## config.mk

```make
export PLATFORM = sky130hd
export DESIGN_NAME = session_rcv
export DESIGN_NICKNAME = d
export VERILOG_FILES = /design/src/rtl/session_pkg.sv /design/src/rtl/session_fifo.sv /design/src/rtl/session_rcv.sv
export SDC_FILE = /design/constraint.sdc
export NUM_CORES = 1
export LEC_CHECK = 0
export ABC_AREA = 1
export BUFFER_PORTS_ARGS = -buffer_cell sky130_fd_sc_hd__buf_2
export CORE_MARGIN = 3
export CORE_UTILIZATION = 40
export CTS_BUF_LIST = sky130_fd_sc_hd__clkbuf_16
export DETAILED_ROUTE_END_ITERATION = 10
export GPL_ROUTABILITY_DRIVEN = 0
export REMOVE_ABC_BUFFERS = 1
export SLEW_MARGIN = 25
export SYNTH_ARGS = -nofsm -noshare
export SYNTH_HDL_FRONTEND = slang
export SYNTH_HIERARCHICAL = 1
export SYNTH_SLANG_ARGS = --single-unit
export TNS_END_PERCENT = 5
```

## constraint.sdc

```tcl
create_clock -name clk -period 9.5 [get_ports clk]
set_input_delay 0.95 -clock clk [delete_from_list [all_inputs] [get_ports clk]]
set_output_delay 0.95 -clock clk [all_outputs]
set_load 0.05 [all_outputs]
```

## src/rtl/session_pkg.sv

```systemverilog
// session_pkg: encodings shared between the session receiver and the
// transport receiver (call states, control opcodes, word type codes).
package session_pkg;

    typedef enum logic [1:0] {
        ST_IDLE      = 2'b00,
        ST_RINGING   = 2'b01,
        ST_CONNECTED = 2'b10
    } call_state_e;

    // sendingToSession word type codes
    localparam logic [1:0] W_NONE  = 2'b00;
    localparam logic [1:0] W_AUDIO = 2'b01;
    localparam logic [1:0] W_CTRL  = 2'b10;
    localparam logic [1:0] W_RSVD  = 2'b11;

    // control word opcodes (data[15:8])
    localparam logic [7:0] OP_RING   = 8'h01;
    localparam logic [7:0] OP_ANSWER = 8'h02;
    localparam logic [7:0] OP_HANGUP = 8'h03;

endpackage

```

## src/rtl/session_fifo.sv

```systemverilog
// session_fifo: audio sample FIFO, DEPTH entries of 16 bits (power of two).
// Ports:
//   clk_i, rst_ni      clock, asynchronous active-low reset
//   push_i, wdata_i    write strobe and data (ignored when full)
//   pop_i              advance head (ignored when empty)
//   flush_i            empty the FIFO; overrides push and pop
//   rdata_o            current head entry (combinational)
//   count_o, full_o, empty_o  occupancy
module session_fifo #(
    parameter int DEPTH = 8,
    localparam int AW = (DEPTH > 1) ? $clog2(DEPTH) : 1,
    localparam int CW = $clog2(DEPTH) + 1
) (
    input  logic          clk_i,
    input  logic          rst_ni,
    input  logic          push_i,
    input  logic [15:0]   wdata_i,
    input  logic          pop_i,
    input  logic          flush_i,
    output logic [15:0]   rdata_o,
    output logic [CW-1:0] count_o,
    output logic          full_o,
    output logic          empty_o
);

    logic [15:0]   mem_q [DEPTH];
    logic [AW-1:0] head_q, tail_q;
    logic [CW-1:0] count_q;
    logic          do_push, do_pop;

    assign full_o  = (count_q == CW'(DEPTH));
    assign empty_o = (count_q == '0);
    assign do_push = push_i && !full_o && !flush_i;
    assign do_pop  = pop_i && !empty_o && !flush_i;
    assign rdata_o = mem_q[head_q];
    assign count_o = count_q;

    // Storage carries no reset; only the pointers define validity.
    always_ff @(posedge clk_i) begin
        if (do_push) mem_q[tail_q] <= wdata_i;
    end

    // Pointers wrap naturally since DEPTH is a power of two.
    always_ff @(posedge clk_i or negedge rst_ni) begin
        if (!rst_ni) begin
            head_q  <= '0;
            tail_q  <= '0;
            count_q <= '0;
        end else if (flush_i) begin
            head_q  <= '0;
            tail_q  <= '0;
            count_q <= '0;
        end else begin
            if (do_push) tail_q <= tail_q + AW'(1);
            if (do_pop)  head_q <= head_q + AW'(1);
            count_q <= count_q + CW'(do_push) - CW'(do_pop);
        end
    end

endmodule

```

## src/rtl/session_rcv.sv

```systemverilog
// session_rcv: call-session receiver. Runs the IDLE/RINGING/CONNECTED call
// state machine from control words, queues audio samples while connected and
// plays them out on sample_req (silence on underflow).
// Ports:
//   clk, reset (async active-low)
//   sendingToSession[1:0], data[15:0]  word from transport receiver
//   sessionBusy                         backpressure (word not accepted)
//   sample_req                          pop strobe from audio side
//   audio_out[15:0], audio_valid        played sample and its pulse
//   call_state[1:0], ring               call status
//   err_pulse                           rejected / illegal word, one cycle later
module session_rcv
    import session_pkg::*;
#(
    parameter int          FIFO_DEPTH   = 8,
    parameter logic [23:0] RING_TIMEOUT = 24'd1000000
) (
    input  logic        clk,
    input  logic        reset,
    input  logic [1:0]  sendingToSession,
    input  logic [15:0] data,
    output logic        sessionBusy,
    input  logic        sample_req,
    output logic [15:0] audio_out,
    output logic        audio_valid,
    output logic [1:0]  call_state,
    output logic        ring,
    output logic        err_pulse
);

    localparam int CW = $clog2(FIFO_DEPTH) + 1;

    call_state_e   state_q, state_d;
    logic [23:0]   timer_q, timer_d;
    logic          ctrl_hold_q, err_q, err_d;
    logic [15:0]   audio_out_q;
    logic          audio_valid_q;

    logic          presented, accept, flush, ctrl_err, push, pop;
    logic [7:0]    opcode;
    logic [15:0]   fifo_rdata;
    logic [CW-1:0] fifo_count;
    logic          fifo_full, fifo_empty;
    logic [7:0]    unused_rsvd;

    assign unused_rsvd = data[7:0];
    assign opcode      = data[15:8];
    assign sessionBusy = fifo_full || ctrl_hold_q;
    assign presented   = (sendingToSession != W_NONE);
    assign accept      = presented && !sessionBusy;
    // Audio outside CONNECTED is accepted but dropped without error.
    assign push        = accept && (sendingToSession == W_AUDIO) && (state_q == ST_CONNECTED);
    assign pop         = sample_req && !fifo_empty && !flush;

    always_comb begin
        state_d  = state_q;
        timer_d  = timer_q;
        flush    = 1'b0;
        ctrl_err = 1'b0;
        if (state_q == ST_RINGING) begin
            timer_d = timer_q + 24'd1;
            if (timer_q == RING_TIMEOUT - 24'd1) begin
                state_d = ST_IDLE;
                timer_d = '0;
            end
        end
        // A legal control word overrides a coincident timeout.
        if (accept && sendingToSession == W_CTRL) begin
            case (opcode)
                OP_RING: begin
                    if (state_q == ST_IDLE) begin
                        state_d = ST_RINGING;
                        timer_d = '0;
                    end else begin
                        ctrl_err = 1'b1;
                    end
                end
                OP_ANSWER: begin
                    if (state_q == ST_RINGING) state_d = ST_CONNECTED;
                    else                       ctrl_err = 1'b1;
                end
                OP_HANGUP: begin
                    state_d = ST_IDLE;
                    flush   = 1'b1;
                end
                default: ctrl_err = 1'b1;
            endcase
        end
        err_d = (presented && sessionBusy) ||
                (accept && sendingToSession == W_RSVD) || ctrl_err;
    end

    always_ff @(posedge clk or negedge reset) begin
        if (!reset) begin
            state_q       <= ST_IDLE;
            timer_q       <= '0;
            ctrl_hold_q   <= 1'b0;
            err_q         <= 1'b0;
            audio_out_q   <= '0;
            audio_valid_q <= 1'b0;
        end else begin
            state_q       <= state_d;
            timer_q       <= timer_d;
            ctrl_hold_q   <= accept && (sendingToSession == W_CTRL);
            err_q         <= err_d;
            audio_valid_q <= sample_req;
            // Empty FIFO or flush plays silence.
            if (sample_req) audio_out_q <= pop ? fifo_rdata : 16'h0000;
        end
    end

    session_fifo #(.DEPTH(FIFO_DEPTH)) u_fifo (
        .clk_i   (clk),
        .rst_ni  (reset),
        .push_i  (push),
        .wdata_i (data),
        .pop_i   (pop),
        .flush_i (flush),
        .rdata_o (fifo_rdata),
        .count_o (fifo_count),
        .full_o  (fifo_full),
        .empty_o (fifo_empty)
    );

    assign call_state  = state_q;
    assign ring        = (state_q == ST_RINGING);
    assign err_pulse   = err_q;
    assign audio_out   = audio_out_q;
    assign audio_valid = audio_valid_q;

endmodule

```

==> results of run 1 <==
registers in the layout, summed over array words and instances (netlist names):
| name | count |
|---|---|
| u_fifo/mem_q | 128 |
| u_fifo/count_o | 4 |
| call_state | 2 |
| err_pulse | 1 |
| u_fifo/head_q | 3 |
| ctrl_hold_q | 1 |
| timer_q | 24 |
| audio_valid | 1 |
| audio_out | 16 |
| u_fifo/tail_q | 3 |
path summary, 6_finish.rpt:
check	from	to	slack (ns)
worst min-delay path	audio_out[0]	audio_out[0]	0.47
min in group asynchronous	reset	timer_q[13]	0.68
worst min register to register	audio_out[0]	audio_out[0]	0.47
max in group asynchronous	reset	u_fifo/head_q[0]	8.27
worst max register to register	u_fifo/count_o[2]	u_fifo/count_o[1]	5.64
worst max-delay path	u_fifo/count_o[2]	u_fifo/count_o[1]	5.64
kinds of logic after synthesis:
kind of cell,after synthesis,share of synthesized area
compound gates,14,0.00987
xor+xnor,10,0.0100
fa+ha+maj,10,0.0152
buf+inv,215,0.106
flops,183,0.597
simple gates,540,0.262
Yosys cell counts (9+ instances only):
master	n	share of area
inv_1	133	0.057
nand3_1	97	0.056
ha_1	9	0.013
clkinv_1	17	0.0073
edfxtp_1	128	0.44
buf_2	12	0.0069
nand4_1	18	0.013
nor3_1	10	0.0057
nor2_1	63	0.027
nand2_1	337	0.14
dfrtp_1	55	0.16
inv_2	31	0.013
power by group:
group | switching (mW) | internal (mW) | total, mW | leakage, nW
Sequential | 0.0463 | 0.911 | 0.957 | 1.87
Clock | 0.316 | 0.368 | 0.685 | 0.283
Combinational | 0.538 | 0.206 | 0.744 | 2.40
Total | 0.901 | 1.48 | 2.39 | 4.55
routing by layer:
| layer | up-vias | track usage | wire length (µm) | part of all wire |
|---|---|---|---|---|
| met3 | 25 | 0.0332 | 789 | 0.041 |
| met4 | 4 | 0.0492 | 278 | 0.015 |
| met5 | - | 0 | 21 | 0.0011 |
| met2 | 124 | 0.282 | 9180 | 0.48 |
| met1 | 2827 | 0.217 | 8800 | 0.46 |
| li1 | 3118 | - | - | - |
worst register-to-register path, cell delays in order, from the launching register on:
cell	delay [ns]
dfrtp_1	0.32
inv_1	0.06
ha_1	0.21
nand3_2	0.14
inv_2	0.03
or2_1	0.28
nor3_4	0.28
inv_1	0.10
nor4_1	0.66
inv_2	0.27
nand3_1	0.33
ha_1	0.29
inv_1	0.05
ha_1	0.18
fa_1	0.41
inv_1	0.07
nor2_1	0.04
final cells by class:
| cell class | count | area [µm²] | share of cell area |
|---|---|---|---|
| clock buffer | 17 | 425 | 0.0436 |
| clock inverter | 15 | 146 | 0.0150 |
| inverter | 185 | 699 | 0.0717 |
| multi-input combinational | 574 | 2650 | 0.272 |
| sequential | 183 | 5220 | 0.535 |
| tap | 275 | 344 | 0.0353 |
| timing repair buffer | 50 | 270 | 0.0277 |
through the flow:
step | instances | util | hold WS [ns]
after global placement | 1267 | 0.432 | 0.460
final | 1299 | 0.460 | 0.472
after CTS | 1299 | 0.459 | 0.479
after floorplan | 942 | - | 0.499
after detailed placement | 1267 | 0.432 | 0.460
after global routing | 1299 | 0.460 | 0.493
==> key figures, run 1 <==
Timing
  • Skew final: 0.0203 ns
  • Period utilization: 0.406
  • Relative slew slack: 0.407
  • Setup TNS: 0 ns
  • Fmax: 259 MHz
  • Final setup fails: 0
  • Max Transition Viols Final: 0
  • Unrepaired setup endpoints after global routing: no
  • Hold Vio Cnt, Final: 0
  • Tightest Pin Transition: 0.890 ns
  • Setup WS post-layout: 5.64 ns
  • Min cycle time layout: 3.86 ns

Hold path
  • Worst Hold Class: reg2reg
  • Hold Path Stages: 2

Global route
  • First-pass GRT wire length: 31000 µm
  • Number of global-route vias before repair: 5939
  • Initial antenna violation count: 2
  • Gr ovfl total: 0
  • GRT Total Usage: 0.166
  • Largest net degree at the start of global routing: 68

Synth
  • Yosys warning count: 6
  • Mean post-synth cell area: 9.00 µm²
  • Ys async rst share: 0.301
  • Sequential area share after synthesis: 0.597
  • Post-synthesis register bit count: 183
  • Cells after Synth: between 900 and 1000
  • Main synth FF type: edfxtp_1
  • Library cells used by synthesis: 39
  • Netlist Area Pre-Place: about 0.009 mm²
  • Number of synthesized flops with an enable pin: 128

Power and ir drop
  • Total power: 2.39 mW
  • Pwr/cell area: 245 mW/mm²
  • Cell leakage power: 4.55 nW
  • Worst vdd ir: 0.000124 V

Route
  • Via count: slightly above 6000
  • Final ANT Viol Nets: 0
  • DRC: 0
  • DR pass1 iterations: 5
  • Vias per cell: 4.69
  • Wire length per cell: around 15 µm
  • Starting DRT DRC Count: between 300 and 400
  • Wirelength, routed: 19100 µm

Worst setup path
  • Crit path kind: reg2reg
  • Family with the most delay on the worst path: simple AND/OR/NAND/NOR gates
  • WP data arrival: 4.14 ns
  • Cell breakdown of the critical path: inv_1 > ha_1 > nand3_2 > inv_2 > or2_1 > nor3_4 > inv_1 > nor4_1 > inv_2 > nand3_1 > ha_1 > inv_1 > ha_1 > fa_1 > inv_1 > nor2_1
  • Reg2Reg Depth: 16
  • Most frequent CP cell: inv_1
  • CP bufs+invs: 6
  • Setup crit start kind: register
  • Worst Path Max Fanout: 14
  • Endpoint class of the critical path: register
  • Required time worst endpoint: 9.78 ns
  • CP max stage cell: nor4_1
  • Worst path depth: 16
  • Critical path's largest stage delay: ~0.66 ns

Clocking
  • Clk slew on worst S/H paths: 0.07 ns
  • Setup Buffers After CTS: 0
  • Number of buffers created by CTS: 17
  • CTS Buffer Depth: 2
  • Clk sinks: roughly 180
  • Worst-Skew Late Latency: 0.43 ns
  • Hold_buf cts: 0
  • CTS tree: yes
  • H-tree depth: 4
  • Root Buffer: clkbuf_16
  • # resized after CTS: 0

Flow run
  • Max Cap Viol: 0

Layout
  • Share of layout cells above drive strength 1: 0.134
  • Cell area after layout: 0.00976 mm²
  • NumNets Final: 1042
  • Most frequent cells in the layout: nand2_1, inv_1, edfxtp_1
  • Syn-to-layout area delta: 11.6%
  • Ant. Diodes: 0
  • Most common cell after layout, fill and taps aside: nand2_1
  • Layout fillers: 2028

Placement
  • Post-place setup slack: 5.42 ns
  • Dpl hpwl: approximately 11000 µm
  • Buffers on Ports: 42
  • Area of placed instances: between 0.009 and 0.01 mm²

Outcome
  • Status: completed

Die
  • Cell Rows: 53
  • Boundary Pins: between 40 and 50
  • Die H: ~150 µm
  • DIE AREA: 0.0237 mm²
  • Starting Density: 0.412
  • Die W: 154 µm
  • CORE AREA: around 0.021 mm²
Power figures use the tool's default switching activity.
==> inputs of run 2 (changes only) <==
==> constraint.sdc (replaced) <==
create_clock -name clk -period 3.3 [get_ports clk]
set_input_delay 0.33 -clock clk [delete_from_list [all_inputs] [get_ports clk]]
set_output_delay 0.33 -clock clk [all_outputs]
set_load 0.05 [all_outputs]
==> run 2 against run 1 <==
  * Clock power grew to 3.1 times the previous value
  * Sequential power grew to 2.8 times the previous value
  * Register-to-register slack got worse by 5.3 ns
  * Via count rose by 1.4%
  * Worst setup slack worse by 5.3 ns
  * Clock-buffer cell count unchanged
  * Power increased to 2.9 times the previous value
  * Clock skew shrank 0.0089 ns
  * Maximum frequency is 31% higher
  * Combinational power grew to 2.9 times the previous value
  * Flip-flop and latch count stayed put
  * Final cell count grew 1.0%
  * Critical path type unchanged
  * Critical endpoint unchanged
==> key figures, run 2 (synthesis gave the netlist of run 1 again) <==
Worst setup path
  • CP max stage cell: fa_1
  • Most frequent CP cell: inv_1
  • Required time worst endpoint: 3.62 ns (-6.16 ns)
  • Crit path kind: reg2reg
  • CP bufs+invs: 6 (unchanged)
  • Setup crit start kind: register
  • Endpoint class of the critical path: register
  • Cell breakdown of the critical path: inv_1 > ha_1 > nand3_2 > inv_2 > or2_1 > nor3_4 > inv_1 > nor4_2 > inv_2 > nand3_2 > ha_1 > inv_1 > ha_1 > fa_1 > inv_1 > nor2_1
  • Worst Path Max Fanout: 14 (unchanged)
  • WP data arrival: 3.27 ns (-0.87 ns)
  • Critical path's largest stage delay: 0.42 ns (-0.24 ns)
  • Family with the most delay on the worst path: adder cells

Timing
  • Skew final: 0.0114 ns (-0.00889 ns)
  • Period utilization: 0.896 (+0.490)
  • Hold Vio Cnt, Final: 0 (unchanged)
  • Min cycle time layout: 2.96 ns (-0.903 ns)
  • Final setup fails: 0 (unchanged)
  • Unrepaired setup endpoints after global routing: no
  • Fmax: 338 MHz (+31%)
  • Max Transition Viols Final: 0 (unchanged)
  • Setup WS post-layout: 0.344 ns (-5.30 ns)
  • Hold WS: 0.0475 ns (-0.424 ns)
  • Relative slew slack: 0.479 (+0.0717)
  • Tightest Pin Transition: 0.778 ns (-0.112 ns)

Layout
  • Most frequent cells in the layout: nand2_1, inv_1, edfxtp_1
  • Most common cell after layout, fill and taps aside: nand2_1
  • Ant. Diodes: 0 (unchanged)
  • Largest Register: u_fifo/mem_q
  • Largest register FFs: 128 (unchanged)
  • Post-layout util: 0.466 (+0.00666)
  • Share of layout cells above drive strength 1: 0.147 (+0.0128)
  • NumNets Final: 1055 (+1.2%)
  • Syn-to-layout area delta: 13.2%

Power and ir drop
  • Pwr/cell area: 710 mW/mm² (+190%)
  • Worst vdd ir: 0.000403 V (+230%)
  • Total power: 7.03 mW (+190%)
  • Cell leakage power: 4.64 nW (+1.9%)

Global route
  • GRT Total Usage: 0.164 (-0.00210)
  • First-pass GRT wire length: 31000 µm (about the same)
  • Gr ovfl total: 0 (unchanged)
  • Number of global-route vias before repair: 5994 (+0.93%)
  • Initial antenna violation count: 0 (-2)
  • Largest net degree at the start of global routing: 67 (-1.5%)

Placement
  • Dpl hpwl: 11700 µm (+3.0%)
  • Post-place setup slack: 0.0756 ns (-5.35 ns)
  • Buffers on Ports: 42 (unchanged)

Route
  • Via count: 6185 (+1.4%)
  • Starting DRT DRC Count: 426 (+14%)
  • DRC: 0 (unchanged)
  • Vias per cell: 4.71 (+0.42%)
  • DR pass1 iterations: 4 (-1)
  • Final ANT Viol Nets: 0 (unchanged)
  • Wire length per cell: 14.4 µm (-2.2%)
  • Wirelength, routed: 18800 µm (-1.2%)

Die
  • Starting Density: 0.412 (unchanged)
  • Die W: 154 µm (unchanged)
  • Boundary Pins: 43 (unchanged)
  • Die H: 154 µm (unchanged)
  • CORE AREA: 0.0212 mm² (unchanged)
  • DIE AREA: 0.0237 mm² (unchanged)
  • Cell Rows: 53 (unchanged)

Clocking
  • Setup Buffers After CTS: 0 (unchanged)
  • Clk slew on worst S/H paths: 0.07 ns (about the same)
  • CTS Buffer Depth: 2 (unchanged)
  • H-tree depth: 4 (unchanged)
  • Clk sinks: 183 (unchanged)
  • Number of buffers created by CTS: 17 (unchanged)
  • Worst-Skew Late Latency: 0.42 ns (about the same)
  • Root Buffer: clkbuf_16
  • CTS tree: yes

Flow run
  • Max Cap Viol: 0 (unchanged)

Hold path
  • Worst Hold Class: in2reg

Outcome
  • Status: completed
run 2: cell count changes in the layout (fill, tap and decap cells not counted), sizes merged:
cell and delta:
bufinv +2, clkinv +2, clkinvlp -1, inv -3
buf +12, dlygate4sd3 +1
run 2: worst reg2reg max path: stages (launching register included):
cell and delay [ns]:
dfrtp_1 0.32, inv_1 0.06, ha_1 0.21, nand3_2 0.14, inv_2 0.03, or2_1 0.28
nor3_4 0.14, inv_1 0.09, nor4_2 0.21, inv_2 0.18, nand3_2 0.19, ha_1 0.25
inv_1 0.05, ha_1 0.17, fa_1 0.42, inv_1 0.06, nor2_1 0.03
run 2: what timing repair did:
item                                   CTS  global route
setup endpoints to repair                0             3
hold buffers                             1             0
gates resized for setup                  0             2
endpoints found under the hold margin   44             0
run 2: metal layers:
| metal | wire (µm) | global-route usage |
|---|---|---|
| met1 | 8640 | 0.217 |
| met2 | 9260 | 0.275 |
| met3 | 770 | 0.0369 |
| met4 | 170 | 0.0416 |
| met5 | 0 | 0 |
run 2: cell type report:
| class | count | area, µm² |
|---|---|---|
| fillers | 2016 | 11300 |
| flip-flops and latches | 183 | 5220 |
| multi-input cells | 574 | 2640 |
| inverters | 185 | 699 |
| clock buffers | 17 | 425 |
| repair buffers | 63 | 373 |
| well taps | 275 | 344 |
| clock inverters | 15 | 194 |
run 2: where the power goes:
part / internal (mW) / switching (mW) / leakage, nW
registers: 2.62 / 0.0854 / 1.87
logic: 0.607 / 1.59 / 2.47
clock network: 1.22 / 0.915 / 0.303
total: 4.45 / 2.59 / 4.64
run 2: through the flow:
stage          setup TNS [ns]  cells  instance area, µm²
2_1_floorplan           -8.99    942                8520
3_3_place_gp                0   1279                9250
3_5_place_dp                0   1279                9260
4_1_cts                     0   1312                9890
5_1_grt                     0   1312                9900
6_report                    0   1312                9900
run 2: final timing paths:
path | startpoint | end | slack [ns] | cells past startpoint
max | u_fifo/count_o[2] | u_fifo/count_o[1] | 0.34 | 16
min | sample_req | audio_valid | 0.05 | 1
max reg2reg | u_fifo/count_o[2] | u_fifo/count_o[1] | 0.34 | 16
min reg2reg | audio_out[6] | audio_out[6] | 0.48 | 2
max in group asynchronous | reset | audio_out[10] | 2.23 | 3
min in group asynchronous | reset | timer_q[13] | 0.45 | 2
==> inputs of run 3 (changes only) <==
--- a/config.mk
+++ b/config.mk
@@ -7,6 +7,7 @@
 export LEC_CHECK = 0
 export ABC_AREA = 1
 export BUFFER_PORTS_ARGS = -buffer_cell sky130_fd_sc_hd__buf_2
+export CORE_ASPECT_RATIO = 1.25
 export CORE_MARGIN = 3
 export CORE_UTILIZATION = 40
 export CTS_BUF_LIST = sky130_fd_sc_hd__clkbuf_16
==> run 3 against run 2 <==
  * First-iteration DRC count shrank 14%
  * Largest cell class unchanged
  * Wire length rose by 1.4%
  * Flip-flop and latch count stayed put
  * Critical endpoint is now u_fifo/mem_q[2][13]
  * Die area hardly changed
  * Largest power group unchanged
  * Global-route usage is 0.36 points higher
  * Maximum frequency shrank 0.90%
  * Final cell count did not move
==> key figures, run 3 (synthesis gave the netlist of run 1 again) <==
Outcome
  • Status: completed

Worst setup path
  • Family with the most delay on the worst path: simple AND/OR/NAND/NOR gates
  • Critical path's largest stage delay: 0.52 ns (+0.10 ns)
  • CP bufs+invs: 7 (+1)
  • Worst Path Max Fanout: 13 (-1)
  • RR Startpoint: u_fifo/count_o[2]
  • Crit path kind: reg2reg
  • Setup crit start kind: register
  • Worst Setup SP: u_fifo/count_o[2]
  • Cell breakdown of the critical path: inv_1 > ha_1 > nand3_2 > inv_2 > or2_1 > nor3_4 > inv_1 > nor4_1 > buf_4 > inv_2 > buf_4 > nand4_1 > nor2_2 > buf_12
  • WP data arrival: 3.12 ns (-0.15 ns)
  • CP max stage cell: nor2_2
  • Endpoint class of the critical path: register
  • Required time worst endpoint: 3.44 ns (-0.18 ns)

Route
  • Final ANT Viol Nets: 0 (unchanged)
  • Starting DRT DRC Count: 368 (-14%)
  • DR pass1 iterations: 4 (unchanged)
  • DRC: 0 (unchanged)
  • Via count: 6193 (+0.13%)
  • Wirelength, routed: 19100 µm (+1.4%)
  • Vias per cell: 4.72 (+0.13%)
  • Wire length per cell: 14.6 µm (+1.4%)

Die
  • Starting Density: 0.414 (+0.00210)
  • DIE AREA: 0.0237 mm² (about the same)
  • Die H: 171 µm (+11%)
  • Boundary Pins: 43 (unchanged)
  • Cell Rows: 59 (+11%)
  • CORE AREA: 0.0211 mm² (-0.51%)
  • Die W: 138 µm (-10%)

Clocking
  • CTS Buffer Depth: 2 (unchanged)
  • Worst-Skew Late Latency: 0.43 ns (about the same)
  • Setup Buffers After CTS: 0 (unchanged)
  • Number of buffers created by CTS: 17 (unchanged)
  • Root Buffer: clkbuf_16
  • H-tree depth: 4 (unchanged)
  • Clk slew on worst S/H paths: 0.07 ns (about the same)
  • CTS tree: yes
  • Clk sinks: 183 (unchanged)

Placement
  • Post-place setup slack: 0.143 ns (+0.0672 ns)
  • Area of placed instances: 0.00927 mm² (+0.12%)
  • Dpl hpwl: 12100 µm (+3.0%)
  • Buffers on Ports: 42 (unchanged)

Layout
  • Post-layout util: 0.466 (-0.000764)
  • Reg area: 0.00522 mm² (unchanged)
  • Multi-input gate area: 0.00264 mm² (unchanged)
  • Most common cell after layout, fill and taps aside: nand2_1
  • Largest Register: u_fifo/mem_q
  • Cell area after layout: 0.00983 mm² (-0.67%)
  • Share of layout cells above drive strength 1: 0.144 (-0.00303)
  • Most frequent cells in the layout: nand2_1, inv_1, edfxtp_1
  • Ant. Diodes: 0 (unchanged)
  • Syn-to-layout area delta: 12.4%
  • NumNets Final: 1056 (+0.095%)
  • Largest register FFs: 128 (unchanged)
  • Layout fillers: 2065 (+2.4%)

Timing
  • Fmax: 335 MHz (-0.90%)
  • Final setup fails: 0 (unchanged)
  • Hold Vio Cnt, Final: 0 (unchanged)
  • Unrepaired setup endpoints after global routing: no
  • Relative slew slack: 0.441 (-0.0372)
  • Period utilization: 0.904 (+0.00811)
  • Hold WS: 0.185 ns (+0.138 ns)
  • Min cycle time layout: 2.98 ns (+0.0268 ns)
  • Setup WS post-layout: 0.317 ns (-0.0268 ns)
  • Max Transition Viols Final: 0 (unchanged)
  • Skew final: 0.00944 ns (-0.00198 ns)
  • Tightest Pin Transition: 0.833 ns (+0.0556 ns)

Global route
  • Gr ovfl total: 0 (unchanged)
  • Initial antenna violation count: 2 (+2)
  • GRT Total Usage: 0.168 (+0.00360)
  • First-pass GRT wire length: 31300 µm (+1.1%)
  • Largest net degree at the start of global routing: 67 (unchanged)
  • Number of global-route vias before repair: 6061 (+1.1%)

Power and ir drop
  • Pwr/cell area: 686 mW/mm² (-3.4%)
  • Worst vdd ir: 0.000421 V (+4.4%)
  • Cell leakage power: 4.61 nW (-0.60%)
  • Total power: 6.75 mW (-4.0%)

Hold path
  • Hold Startpoint: data[14]
  • Worst Hold Class: in2reg

Flow run
  • Max Cap Viol: 0 (unchanged)
-- run 3: cell types whose count changed in the layout (fill, tap and decap cells not counted) --
cell,delta
buf_12,+1
clkinv_4,+2
clkinv_2,+1
bufinv_16,-3
nor3_4,+1
buf_4,-1
dlygate4sd3_1,+1
nor3_2,-1
nor4_1,+1
clkinv_8,-1
nor4_2,-1
inv_8,-1
inv_1,+2
-- run 3: timing repair --
action,CTS,global route
gates resized for setup,0,2
endpoints found under the setup margin,0,9
hold buffers,2,0
endpoints found under the hold margin,38,0
-- run 3: routing by layer --
metal  global-route usage  routed length, µm  vias to the layer above
met1                0.201               8410                     2914
li1                     -                  -                     3154
met2                0.298               9610                       90
met4               0.0670                405                        4
met3               0.0350                648                       31
met5                    0                 27                        -
-- run 3: power breakdown --
| group | internal (mW) | switching (mW) | leakage (nW) |
|---|---|---|---|
| Combinational | 0.614 | 1.57 | 2.48 |
| Sequential | 2.62 | 0.0837 | 1.87 |
| Clock | 0.968 | 0.885 | 0.270 |
| Total | 4.21 | 2.54 | 4.61 |
-- run 3: metrics by stage --
| step | setup TNS [ns] | instances |
|---|---|---|
| floorplan | -8.99 | 942 |
| global placement | 0 | 1278 |
| detailed placement | 0 | 1278 |
| CTS | 0 | 1312 |
| global route | 0 | 1312 |
| finish | 0 | 1312 |
-- run 3: final cells by class --
type | count | share of cell area
Clock buffer | 17 | 0.0433
Inverter | 185 | 0.0711
Multi-Input combinational cell | 574 | 0.269
Tap cell | 274 | 0.0349
Timing Repair Buffer | 64 | 0.0402
Clock inverter | 15 | 0.0108
Sequential cell | 183 | 0.531
-- run 3: worst paths after layout --
check,to,slack (ns),cells after the start
max in group asynchronous,ctrl_hold_q,2.28,3
hold reg to reg,audio_out[4],0.47,2
setup reg to reg,u_fifo/mem_q[2][13],0.32,14
hold / removal,u_fifo/mem_q[7][14],0.19,1
setup / recovery,u_fifo/mem_q[2][13],0.32,14
min in group asynchronous,call_state[1],0.45,2
